--- config.mk ---
export PLATFORM = sky130hd
export DESIGN_NAME = byte_copy_arbiter
export DESIGN_NICKNAME = d
export VERILOG_FILES = /design/src/rtl/byte_copy_arbiter.sv
export SDC_FILE = /design/constraint.sdc
export NUM_CORES = 1
export LEC_CHECK = 0
export BUFFER_PORTS_ARGS = -buffer_cell sky130_fd_sc_hd__clkbuf_2
export CAP_MARGIN = 30
export CORE_ASPECT_RATIO = 1.1
export CORE_UTILIZATION = 35
export DETAILED_ROUTE_END_ITERATION = 6
export MAX_ROUTING_LAYER = met4
export SLEW_MARGIN = 30
export SYNTH_ARGS = -nofsm -noshare
export SYNTH_HDL_FRONTEND = slang
export SYNTH_SLANG_ARGS = --single-unit
--- constraint.sdc ---
create_clock -name clk -period 4.7 [get_ports clk]
set_clock_uncertainty 0.2 [all_clocks]
set_input_delay 0.235 -clock clk [delete_from_list [all_inputs] [get_ports clk]]
set_output_delay 0.235 -clock clk [all_outputs]
set_load 0.05 [all_outputs]
--- src/rtl/byte_copy_arbiter.sv ---
// Arbitrates one memory write port between host byte writes and a masked block-copy engine.
// The copy engine yields to the host, but a starvation guard forces it a grant after STARVE-1 consecutive blocked cycles.
module byte_copy_arbiter #(
  parameter int AW     = 4,
  parameter int DW     = 32,
  parameter int STARVE = 4
) (
  input  logic              clk,
  input  logic              rst_n,
  input  logic              wr_valid,
  output logic              wr_ready,
  input  logic [AW-1:0]     wr_addr,
  input  logic [DW/8-1:0]   wr_be,
  input  logic [DW-1:0]     wr_data,
  input  logic              rd_valid,
  input  logic [AW-1:0]     rd_addr,
  output logic [DW-1:0]     rd_data,
  output logic              rd_rvalid,
  input  logic              cp_start,
  input  logic [AW-1:0]     cp_src,
  input  logic [AW-1:0]     cp_dst,
  input  logic [AW:0]       cp_len,
  input  logic [DW/8-1:0]   cp_mask,
  output logic              cp_busy,
  output logic              cp_done
);

  localparam int NB = DW / 8;
  localparam int SW = (STARVE > 1) ? $clog2(STARVE) : 1;

  typedef enum logic [1:0] {IDLE, COPY, DONE} state_t;

  state_t          state_q, state_d;
  logic [DW-1:0]   mem [2**AW];
  logic [AW-1:0]   src_q, dst_q;
  logic [AW:0]     len_q, idx_q;
  logic [NB-1:0]   mask_q;
  logic [SW-1:0]   starve_q;

  logic [AW-1:0]   cp_rd_addr, cp_wr_addr;
  logic [DW-1:0]   src_word, dst_word, cp_wdata;
  logic            starve_sat, copy_grant, last_entry;

  // Addresses wrap naturally through AW-bit truncation.
  assign cp_rd_addr = src_q + idx_q[AW-1:0];
  assign cp_wr_addr = dst_q + idx_q[AW-1:0];
  assign src_word   = mem[cp_rd_addr];
  assign dst_word   = mem[cp_wr_addr];

  assign starve_sat = (starve_q == SW'(STARVE - 1));
  assign copy_grant = (state_q == COPY) && (!wr_valid || starve_sat);
  assign wr_ready   = wr_valid && !copy_grant;
  assign last_entry = (idx_q == len_q - (AW+1)'(1));

  always_comb begin
    cp_wdata = dst_word;
    for (int b = 0; b < NB; b++) begin
      if (mask_q[b]) cp_wdata[b*8 +: 8] = src_word[b*8 +: 8];
    end
  end

  always_comb begin
    state_d = state_q;
    cp_busy = 1'b0;
    cp_done = 1'b0;
    case (state_q)
      IDLE: begin
        if (cp_start) state_d = (cp_len == '0) ? DONE : COPY;
      end
      COPY: begin
        cp_busy = 1'b1;
        if (copy_grant && last_entry) state_d = DONE;
      end
      DONE: begin
        cp_done = 1'b1;
        state_d = IDLE;
      end
      default: state_d = IDLE;
    endcase
  end

  always_ff @(posedge clk or negedge rst_n) begin
    if (!rst_n) begin
      state_q  <= IDLE;
      src_q    <= '0;
      dst_q    <= '0;
      len_q    <= '0;
      mask_q   <= '0;
      idx_q    <= '0;
      starve_q <= '0;
    end else begin
      state_q <= state_d;
      if (state_q == IDLE && cp_start) begin
        src_q  <= cp_src;
        dst_q  <= cp_dst;
        len_q  <= cp_len;
        mask_q <= cp_mask;
        idx_q  <= '0;
      end else if (copy_grant) begin
        idx_q <= idx_q + (AW+1)'(1);
      end
      if (state_q != COPY || copy_grant) starve_q <= '0;
      else if (wr_valid && !starve_sat)  starve_q <= starve_q + SW'(1);
    end
  end

  always_ff @(posedge clk or negedge rst_n) begin
    if (!rst_n) begin
      rd_data   <= '0;
      rd_rvalid <= 1'b0;
    end else begin
      rd_rvalid <= rd_valid;
      if (rd_valid) rd_data <= mem[rd_addr];
    end
  end

  // Storage is not reset; copy and host never write in the same cycle.
  always_ff @(posedge clk) begin
    if (copy_grant) begin
      mem[cp_wr_addr] <= cp_wdata;
    end else if (wr_valid) begin
      for (int b = 0; b < NB; b++) begin
        if (wr_be[b]) mem[wr_addr][b*8 +: 8] <= wr_data[b*8 +: 8];
      end
    end
  end

endmodule

Yosys cells after proc, flatten, opt, wreduce, memory -nomap -nowiden. Memories as Yosys holds them, arrays and structs flattened. A register that Yosys moved wholly into a read port is not among the register bits. Cells that the tools add are included.

Bits in registers: 27. Bits in writable memories: 512. Input port bits: 66. Output and inout bits: 36. Logic and storage cells: 81. Memories: 1.

$add $sub $neg: 5. Equal/unequal tests: 11. Muxes and demuxes: 35. Reduce and logical (&&, ||, !) cells: 21.

Memory list: mem (words 16, width 32, read ports 2, clocked after Yosys merged registers in 1, wr ports 1, line 34) `logic [DW-1:0] mem [2**AW];`.

Operators by type and width (count): 2-to-1 mux 32 bit (1); 2-to-1 mux 8 bit (4); OR reduction 32 bit (1); 2-to-1 mux 1 bit (20); 2-to-1 mux 2 bit (5); 2-to-1 mux 5 bit (2); AND reduction 2 bit (5); adder 4 bit (2); 2-to-1 mux 4 bit (2); adder 5 x 1 -> 5 bit, second input constant (1); == test 5 bit (1); logical AND 1 bit (5); logical NOT 5 bit (1); subtractor 5 x 1 -> 5 bit, second input constant (1); == test 2 bit, second input constant (2); logical NOT 1 bit (4); inequality test 1 bit, second input constant (4); inequality test 2 x 1 -> 1 bit, second input constant (2); one-hot mux 2 bit (2 select lines) (1); nonzero test 2 bit (2); adder 2 x 1 -> 2 bit, second input constant (1); == test 2 x 1 -> 1 bit, second input constant (1); logical NOT 2 bit (1); logical OR 1 bit (2); inequality test 2 bit, second input constant (1).

Longest topological paths before layout. Gate-level depths: netlist (run 1).

Word-level depth: 7. Mapped depth: 9. Depth with buffers taken out: 7.

Worst setup path after synthesis (run 1). OpenSTA, ideal clock, no wires.

Path type: register to register. Start: register idx_q[0]. End: memory mem[0][30] (data pin). Setup time: 302 ps. Data arrival time: 2632 ps. Required time: 4198 ps. Path slack: 1566 ps. Stages on the path, launching flop included: 10. Buffers on the path: 2. Clock period less this slack: 3134 ps. Cell sequence: dfrtp_1 -> ha_1 -> inv_1 -> fa_1 -> clkbuf_1 -> clkbuf_1 -> mux4_2 -> nand2_1 -> a21oi_1 -> a211o_1.

Word-level cells in the longest chain between the ends: 4.

RTL lines: start, declared (line 36) `logic [AW:0] len_q, idx_q;`; start signal, assigned (line 100) `idx_q <= idx_q + (AW+1)'(1);`; adder 4 bit (line 45) `assign cp_rd_addr = src_q + idx_q[AW-1:0];`; memory (16 x 32 bit); 2-to-1 mux 8 bit (line 58) `if (mask_q[b]) cp_wdata[b*8 +: 8] = src_word[b*8 +: 8];`; 2-to-1 mux 32 bit (no line); end, declared (line 34).

No other way between the ends. The select of a mux whose other input is x is not followed.

Final worst setup path (run 1).
Start: register idx_q[0]. End: memory mem[10][13] (data pin).

Same word-level chain as after synthesis.

==> results.yml, run 1 <==
run_status:
  status: "finished clean"
finish:
  area_growth_pct: 16.8
  nets: 1721
  drive_gt1_share_pct: 35.7
  multi_input_area_um2: 9390
  final_area_um2: 31100
  final-seq-area_um2: 16900
  n_fill_cell: 6619
floorplanning:
  die_height_um: 291
  dieArea_um2: 77100
  dieWidth_um: 265
  fp-row-count: 105
  core_area_um2: 74900
  start_util_pct: 35.5
  pin_count: 102
synthesis:
  async_flop_share_pct: 10.3
  yosys-top-cells-count: "512 x edfxtp_1, 256 x mux4_2, 143 x nand2_1, 75 x nor2_1, 66 x mux2i_1"
  synth_warnings: 0
  ys_top_cells_by_area: "edfxtp_1 58%, mux4_2 22%, dfrtp_1 5.6%"
  ys_ff_latch: 571
  synth_top_flop_cell: "edfxtp_1"
  synth.largest_area_cell: "edfxtp_1"
  synthDistinctLibCells: 45
  synth_edf_count: 512
  yosysMostFrequentCell: "edfxtp_1"
  syn_area_um2: 26600
  synth_nets: 1552
  yosysTopAreaCellShare_pct: 57.8
  syn_avg_cell_area_um2: 18.0
  seq_area_frac_synth_pct: 63.3
  syn_inst: 1475
placement:
  portBuffers: 101
  postPlaceCellArea_um2: 28700
  gp_congestion: 0.772
  dp_hpwl_um: 43400
sta:
  relSlewSlack_pct: 32.4
  period_share_pct: 78.8
  fmax_mhz: 270
  grt_setup_unrepaired: "no"
  report.final.hold_viol_count: 0
  min_period_ns: 3.70
  worstMarginPinSlew_ns: 1.01
  drv_slew: 0
  setup_tns_ns: 0
  setup_violations: 0
clock_tree:
  cts_root_buf: "clkbuf_16"
  holdBufCountCts: 24
  cts_made_buffers: 58
  insertion_delay_ns: 0.62
  clockBufferDepth: 3
  cts_setup_buffers: 0
  htreeDepth: 2
  path_clk_slew_ns: 0.06
  post_cts_resized: 0
  cts_tree: "done"
  clock_sinks: 571
power:
  leakage_nw: 10.6
  peakVddDrop_v: 0.000678
  power_per_cell_area_nw_per_um2: 696
  finalPower_mw: 21.6
setup_path:
  critical_path.cell_chain: "ha_4, inv_1, fa_4, buf_4, mux4_2, nand2_1, a21oi_1, a211o_1"
  cp_slowest_cell: "fa_4"
  startpoint_type: "flop"
  arrival_ns: 3.80
  end_kind: "flop"
  crit_type: "reg -> reg"
  worst-path-buf-inv: 2
  critPathMaxFanout: 46
  cp_slowest_stage_delay_ns: 0.77
  critPathTopFamily: "adder cells"
  required_ns: 4.79
global_routing:
  grt_max_degree: 83
  grt.total_usage_pct: 19.7
  grt_pass1_wl_um: 108000
  grt_pass1_vias: 16000
  antenna_found_initial: 4
  grt-ovfl-total: 0
drt:
  num_vias: 15400
  drc_errors: 0
  drt_iter0_drc: 1592
  dr.pass1.iters: 5
  drtAntennaViolNets: 0
  totalWireLength_um: 73600
  viasPerCell: 5.79
  routedWlPerCell_um: 27.7
job:
  drv_cap: 0
worst_hold_path:
  hold_path_class: "in -> async"
-- stage by stage --
step / setup slack, ns / util, % / std cells / hold WS (ns)
floorplan: 1.57 / - / 1475 / -0.261
global placement: 1.10 / 38.3 / 2522 / 0.118
detailed placement: 1.01 / 38.3 / 2523 / 0.118
CTS: 0.988 / 41.5 / 2657 / 0.00150
global route: 0.880 / 41.5 / 2660 / 0.0202
finish: 0.995 / 41.5 / 2660 / 0.00107
-- metal layers --
metal	global-route usage [%]	wire length, um	vias up
met2	31.5	36300	722
met5	-	0	-
met4	5.84	2000	0
li1	-	-	6428
met3	4.20	5990	130
met1	25.4	29300	8133
-- final timing paths --
path | from | end | slack [ns] | cells past startpoint
worst max-delay path | idx_q[0]$_DFFE_PN0P_ | mem[10][13]$_DFFE_PP_ | 1.0 | 8
worst min-delay path | rst_n | state_q[0]$_DFFE_PN0P_ | 0.001 | 2
worst max register to register | idx_q[0]$_DFFE_PN0P_ | mem[10][13]$_DFFE_PP_ | 1.0 | 8
worst min register to register | starve_q[0]$_DFFE_PN0P_ | starve_q[0]$_DFFE_PN0P_ | 0.25 | 1
max in group asynchronous | rst_n | rd_data[7]$_DFFE_PN0P_ | 3.27 | 3
min in group clk | rd_addr[2] | rd_data[2]$_DFFE_PN0P_ | 0.06 | 3
-- kinds of logic after synthesis --
| logic type | after synthesis | synth area share [%] |
|---|---|---|
| xor+xnor | 16 | 0.527 |
| flops | 571 | 63.3 |
| simple gates | 279 | 4.58 |
| buf+inv | 107 | 1.75 |
| mux | 337 | 24.8 |
| fa+ha+maj | 11 | 0.574 |
| compound gates | 154 | 4.43 |
-- power by group --
part | switching, mW | total, mW | internal (mW)
logic | 5.30 | 8.86 | 3.56
registers | 0.301 | 7.74 | 7.44
clock network | 1.96 | 5.03 | 3.07
-- registers in the layout, indices dropped and copies added (netlist names) --
signal	flops
rd_rvalid	1
mask_q	4
rd_data	32
len_q	5
state_q	2
mem	512
dst_q	4
src_q	4
idx_q	5
starve_q	2
-- layout by cell type, fill, tap and decap left out, drive strengths merged, types with 2 or more instances in the layout --
cell type	netlist	routed
dfrtp	59	59
nand2b	33	33
a32oi	4	4
a22oi	2	2
mux2	15	15
or4	2	2
inv	7	7
and4	2	2
clkinv	0	17
nor3	2	2
nor2b	6	6
a22o	4	4
buf	40	87
clkbuf	60	180
o221ai	32	32
diode	0	3
fa	2	2
a21oi	68	68
and2	2	2
nand3	3	3
nand2	143	143
bufinv	0	10
nor3b	3	3
xnor2	7	7
a41oi	2	2
and3	3	3
dlygate4sd3	0	24
a211o	32	32
ha	9	9
nand4	2	2
edfxtp	512	512
mux4	256	256
mux2i	66	66
xor2	9	9
o21ai	6	6
nor2	75	75
-- layout make-up --
class | instances | area share (%)
diodes | 3 | 0.0242
clock buffers | 82 | 5.49
clock inverters | 28 | 1.31
inverters | 7 | 0.0846
multi-input cells | 797 | 30.2
flip-flops and latches | 571 | 54.2
well taps | 963 | 3.88
repair buffers | 209 | 4.78
(Power assumes the default switching activity.)
==> run 2, diff against run 1 <==
--- a/config.mk
+++ b/config.mk
@@ -5,6 +5,7 @@
 export SDC_FILE = /design/constraint.sdc
 export NUM_CORES = 1
 export LEC_CHECK = 0
+export ABC_AREA = 1
 export BUFFER_PORTS_ARGS = -buffer_cell sky130_fd_sc_hd__clkbuf_2
 export CAP_MARGIN = 30
 export CORE_ASPECT_RATIO = 1.1
==> constraint.sdc (replaced) <==
create_clock -name clk -period 3.6 [get_ports clk]
set_clock_uncertainty 0.2 [all_clocks]
set_input_delay 0.18 -clock clk [delete_from_list [all_inputs] [get_ports clk]]
set_output_delay 0.18 -clock clk [all_outputs]
set_load 0.05 [all_outputs]
==> run 2 against run 1 <==
Against the previous run:
- final cell count rose by 67%
- synthesized cell count grew 120%
- non-clock buffer count is 69 higher
- critical path depth rose by 2
- critical path type unchanged
- sequential cell count unchanged
- largest power group unchanged
- critical endpoint is now mem[15][21]$_DFFE_PP_
- first-iteration DRC count grew 45%
- setup slack worse by 0.77 ns
- die area grew 8.1%
- clock-buffer cell count is 8 higher
==> results.yml, run 2 <==
run_status:
  status: "finished clean"
synthesis:
  synthDistinctLibCells: 32
  yosys-top-cells-count: "904 x nand2_1, 524 x nand3_1, 512 x edfxtp_1, 460 x nor2_1, 302 x o21ai_0"
  async_flop_share_pct: 10.3
  synth_warnings: 0
  ys_top_cells_by_area: "edfxtp_1 53%, nand2_1 12%, nand3_1 9.1%"
  syn_inst: 3228
  yosysTopAreaCellShare_pct: 53.4
  synth.largest_area_cell: "edfxtp_1"
  yosysMostFrequentCell: "nand2_1"
  syn_area_um2: 28800
  synth_edf_count: 512
  synth_nets: 3305
  seq_area_frac_synth_pct: 58.6
  synth_top_flop_cell: "edfxtp_1"
  syn_avg_cell_area_um2: 8.91
  ys_ff_latch: 571
power:
  power_per_cell_area_nw_per_um2: 972
  leakage_nw: 12.8
  peakVddDrop_v: 0.00100
sta:
  setup_tns_ns: 0
  fmax_mhz: 296
  worstMarginPinSlew_ns: 0.929
  setup_violations: 0
  min_period_ns: 3.38
  relSlewSlack_pct: 38.0
  grt_setup_unrepaired: "no"
  drv_slew: 0
  report.final.hold_viol_count: 0
  period_share_pct: 93.8
global_routing:
  antenna_found_initial: 1
  grt_pass1_vias: 23000
  grt_max_degree: 145
  grt.total_usage_pct: 23.0
  grt_pass1_wl_um: 141000
  grt-ovfl-total: 0
floorplanning:
  start_util_pct: 35.6
  die_height_um: 303
  pin_count: 102
  core_area_um2: 80900
  fp-row-count: 109
  dieWidth_um: 275
  dieArea_um2: 83400
placement:
  portBuffers: 101
  dp_hpwl_um: 54000
  gp_congestion: 0.813
  postPlaceCellArea_um2: 31000
worst_hold_path:
  hold_path_class: "in -> reg"
  hold_depth: 6
setup_path:
  reg2reg_depth: 10
  crit_type: "reg -> reg"
  end_kind: "flop"
  required_ns: 3.75
  critPathTopFamily: "adder cells"
  arrival_ns: 3.53
  worst-path-buf-inv: 2
  startpoint_type: "flop"
  critical_path.cell_chain: "ha_4, inv_1, fa_4, buf_12, o21ai_0, o22ai_1, nand2_1, nand3_1, nand3_1, nand2_1"
  path_depth: 10
  critPathMaxFanout: 48
  cp_slowest_stage_delay_ns: 0.88
  cp_slowest_cell: "fa_4"
clock_tree:
  insertion_delay_ns: 0.64
  cts_made_buffers: 59
  cts_root_buf: "clkbuf_16"
  cts_tree: "done"
  clockBufferDepth: 3
  cts_setup_buffers: 0
  path_clk_slew_ns: 0.06
  htreeDepth: 2
  clock_sinks: 571
drt:
  drtAntennaViolNets: 0
  viasPerCell: 5.44
  dr.pass1.iters: 6
  totalWireLength_um: 93700
  drt_iter0_drc: 2306
  drc_errors: 0
  routedWlPerCell_um: 21.1
  num_vias: 24100
finish:
  n_fill_cell: 7803
  final_common_cell: "nand2_1"
  final_area_um2: 33500
  final_cell_mix: "899 x nand2_1, 524 x nand3_1, 512 x edfxtp_1"
  area_growth_pct: 16.3
  drive_gt1_share_pct: 12.0
  largest_register_ffs: 512
  reg_top3: "mem x512, rd_data x32"
  top_register: "mem"
  nets: 3405
job:
  drv_cap: 0
==> run 2: changes by cell type after synthesis, moves of 34 or more <==
cell / change
clkbuf_1: +88
inv_1: +34
mux2i_1: -66
mux4_2: -256
nand2_1: +761
nand3_1: +521
nor2_1: +385
nor3_2: +41
o21ai_0: +297
==> run 2: path summary, 6_finish.rpt <==
| path | start | to | slack (ns) |
|---|---|---|---|
| worst max-delay path | idx_q[0]$_DFFE_PN0P_ | mem[15][21]$_DFFE_PP_ | 0.22 |
| worst min-delay path | rd_addr[1] | rd_data[14]$_DFFE_PN0P_ | 0.05 |
| worst max register to register | idx_q[0]$_DFFE_PN0P_ | mem[15][21]$_DFFE_PP_ | 0.22 |
| worst min register to register | starve_q[0]$_DFFE_PN0P_ | starve_q[0]$_DFFE_PN0P_ | 0.24 |
| max in group asynchronous | rst_n | rd_data[16]$_DFFE_PN0P_ | 2.80 |
| min in group asynchronous | rst_n | rd_data[7]$_DFFE_PN0P_ | 0.08 |
==> run 2: where the power goes <==
group / internal [mW] / switching (mW)
Combinational: 4.90 / 11.5
Clock: 3.81 / 2.61
Sequential: 9.41 / 0.259
Total: 18.1 / 14.4
==> run 2: worst reg2reg max path, delay by kind of cell (launching register included) <==
| family | cells | cell delay [ns] |
|---|---|---|
| DFF | 1 | 0.48 |
| and+or+nand+nor | 4 | 0.68 |
| buffers and inverters | 2 | 0.36 |
| adders and majority gates | 2 | 1.05 |
| AOI/OAI and AO/OA | 2 | 0.34 |
==> run 2: final cells by class <==
type | count | area [um^2] | share of cell area (%)
clock inverters | 22 | 327 | 0.976
repair buffers | 278 | 2310 | 6.90
diodes | 2 | 5.00 | 0.0150
well taps | 1054 | 1320 | 3.94
flip-flops and latches | 571 | 16900 | 50.4
multi-input cells | 2372 | 10800 | 32.2
clock buffers | 90 | 1690 | 5.06
inverters | 46 | 193 | 0.576
==> run 2: stage by stage <==
stage	std cells	utilization [%]	setup slack, ns	power, mW	hold slack, ns
after floorplan	3228	-	0.729	20.1	-0.316
after global placement	4278	38.3	0.268	25.7	0.0417
after detailed placement	4279	38.3	0.224	25.9	0.0486
after CTS	4429	41.3	0.199	32.5	0.0264
after global routing	4435	41.4	0.00723	34.5	0.0737
final	4435	41.4	0.223	32.5	0.0502
==> run 2: logic make-up (layout without fill, tap and decap cells) <==
| group | Yosys count | after routing | share of synthesized area (%) |
|---|---|---|---|
| fa+ha+maj | 11 | 11 | 0.531 |
| flops | 571 | 571 | 58.6 |
| compound gates | 375 | 375 | 6.90 |
| simple gates | 1973 | 1973 | 29.4 |
| buf+inv | 285 | 436 | 4.19 |
| other cells | 0 | 2 | 0 |
| xor+xnor | 13 | 13 | 0.396 |
==> run 2: repair_timing <==
action,4_1_cts,5_1_grt
endpoints found under the hold margin,125,64
endpoints found under the setup margin,0,60
resized for setup,0,4
hold buffers,38,4
==> run 2: layer usage <==
layer	routed length (um)	GRT usage [%]
met5	0	-
met4	2770	7.75
met3	7730	2.93
met2	44700	37.0
met1	38500	29.9
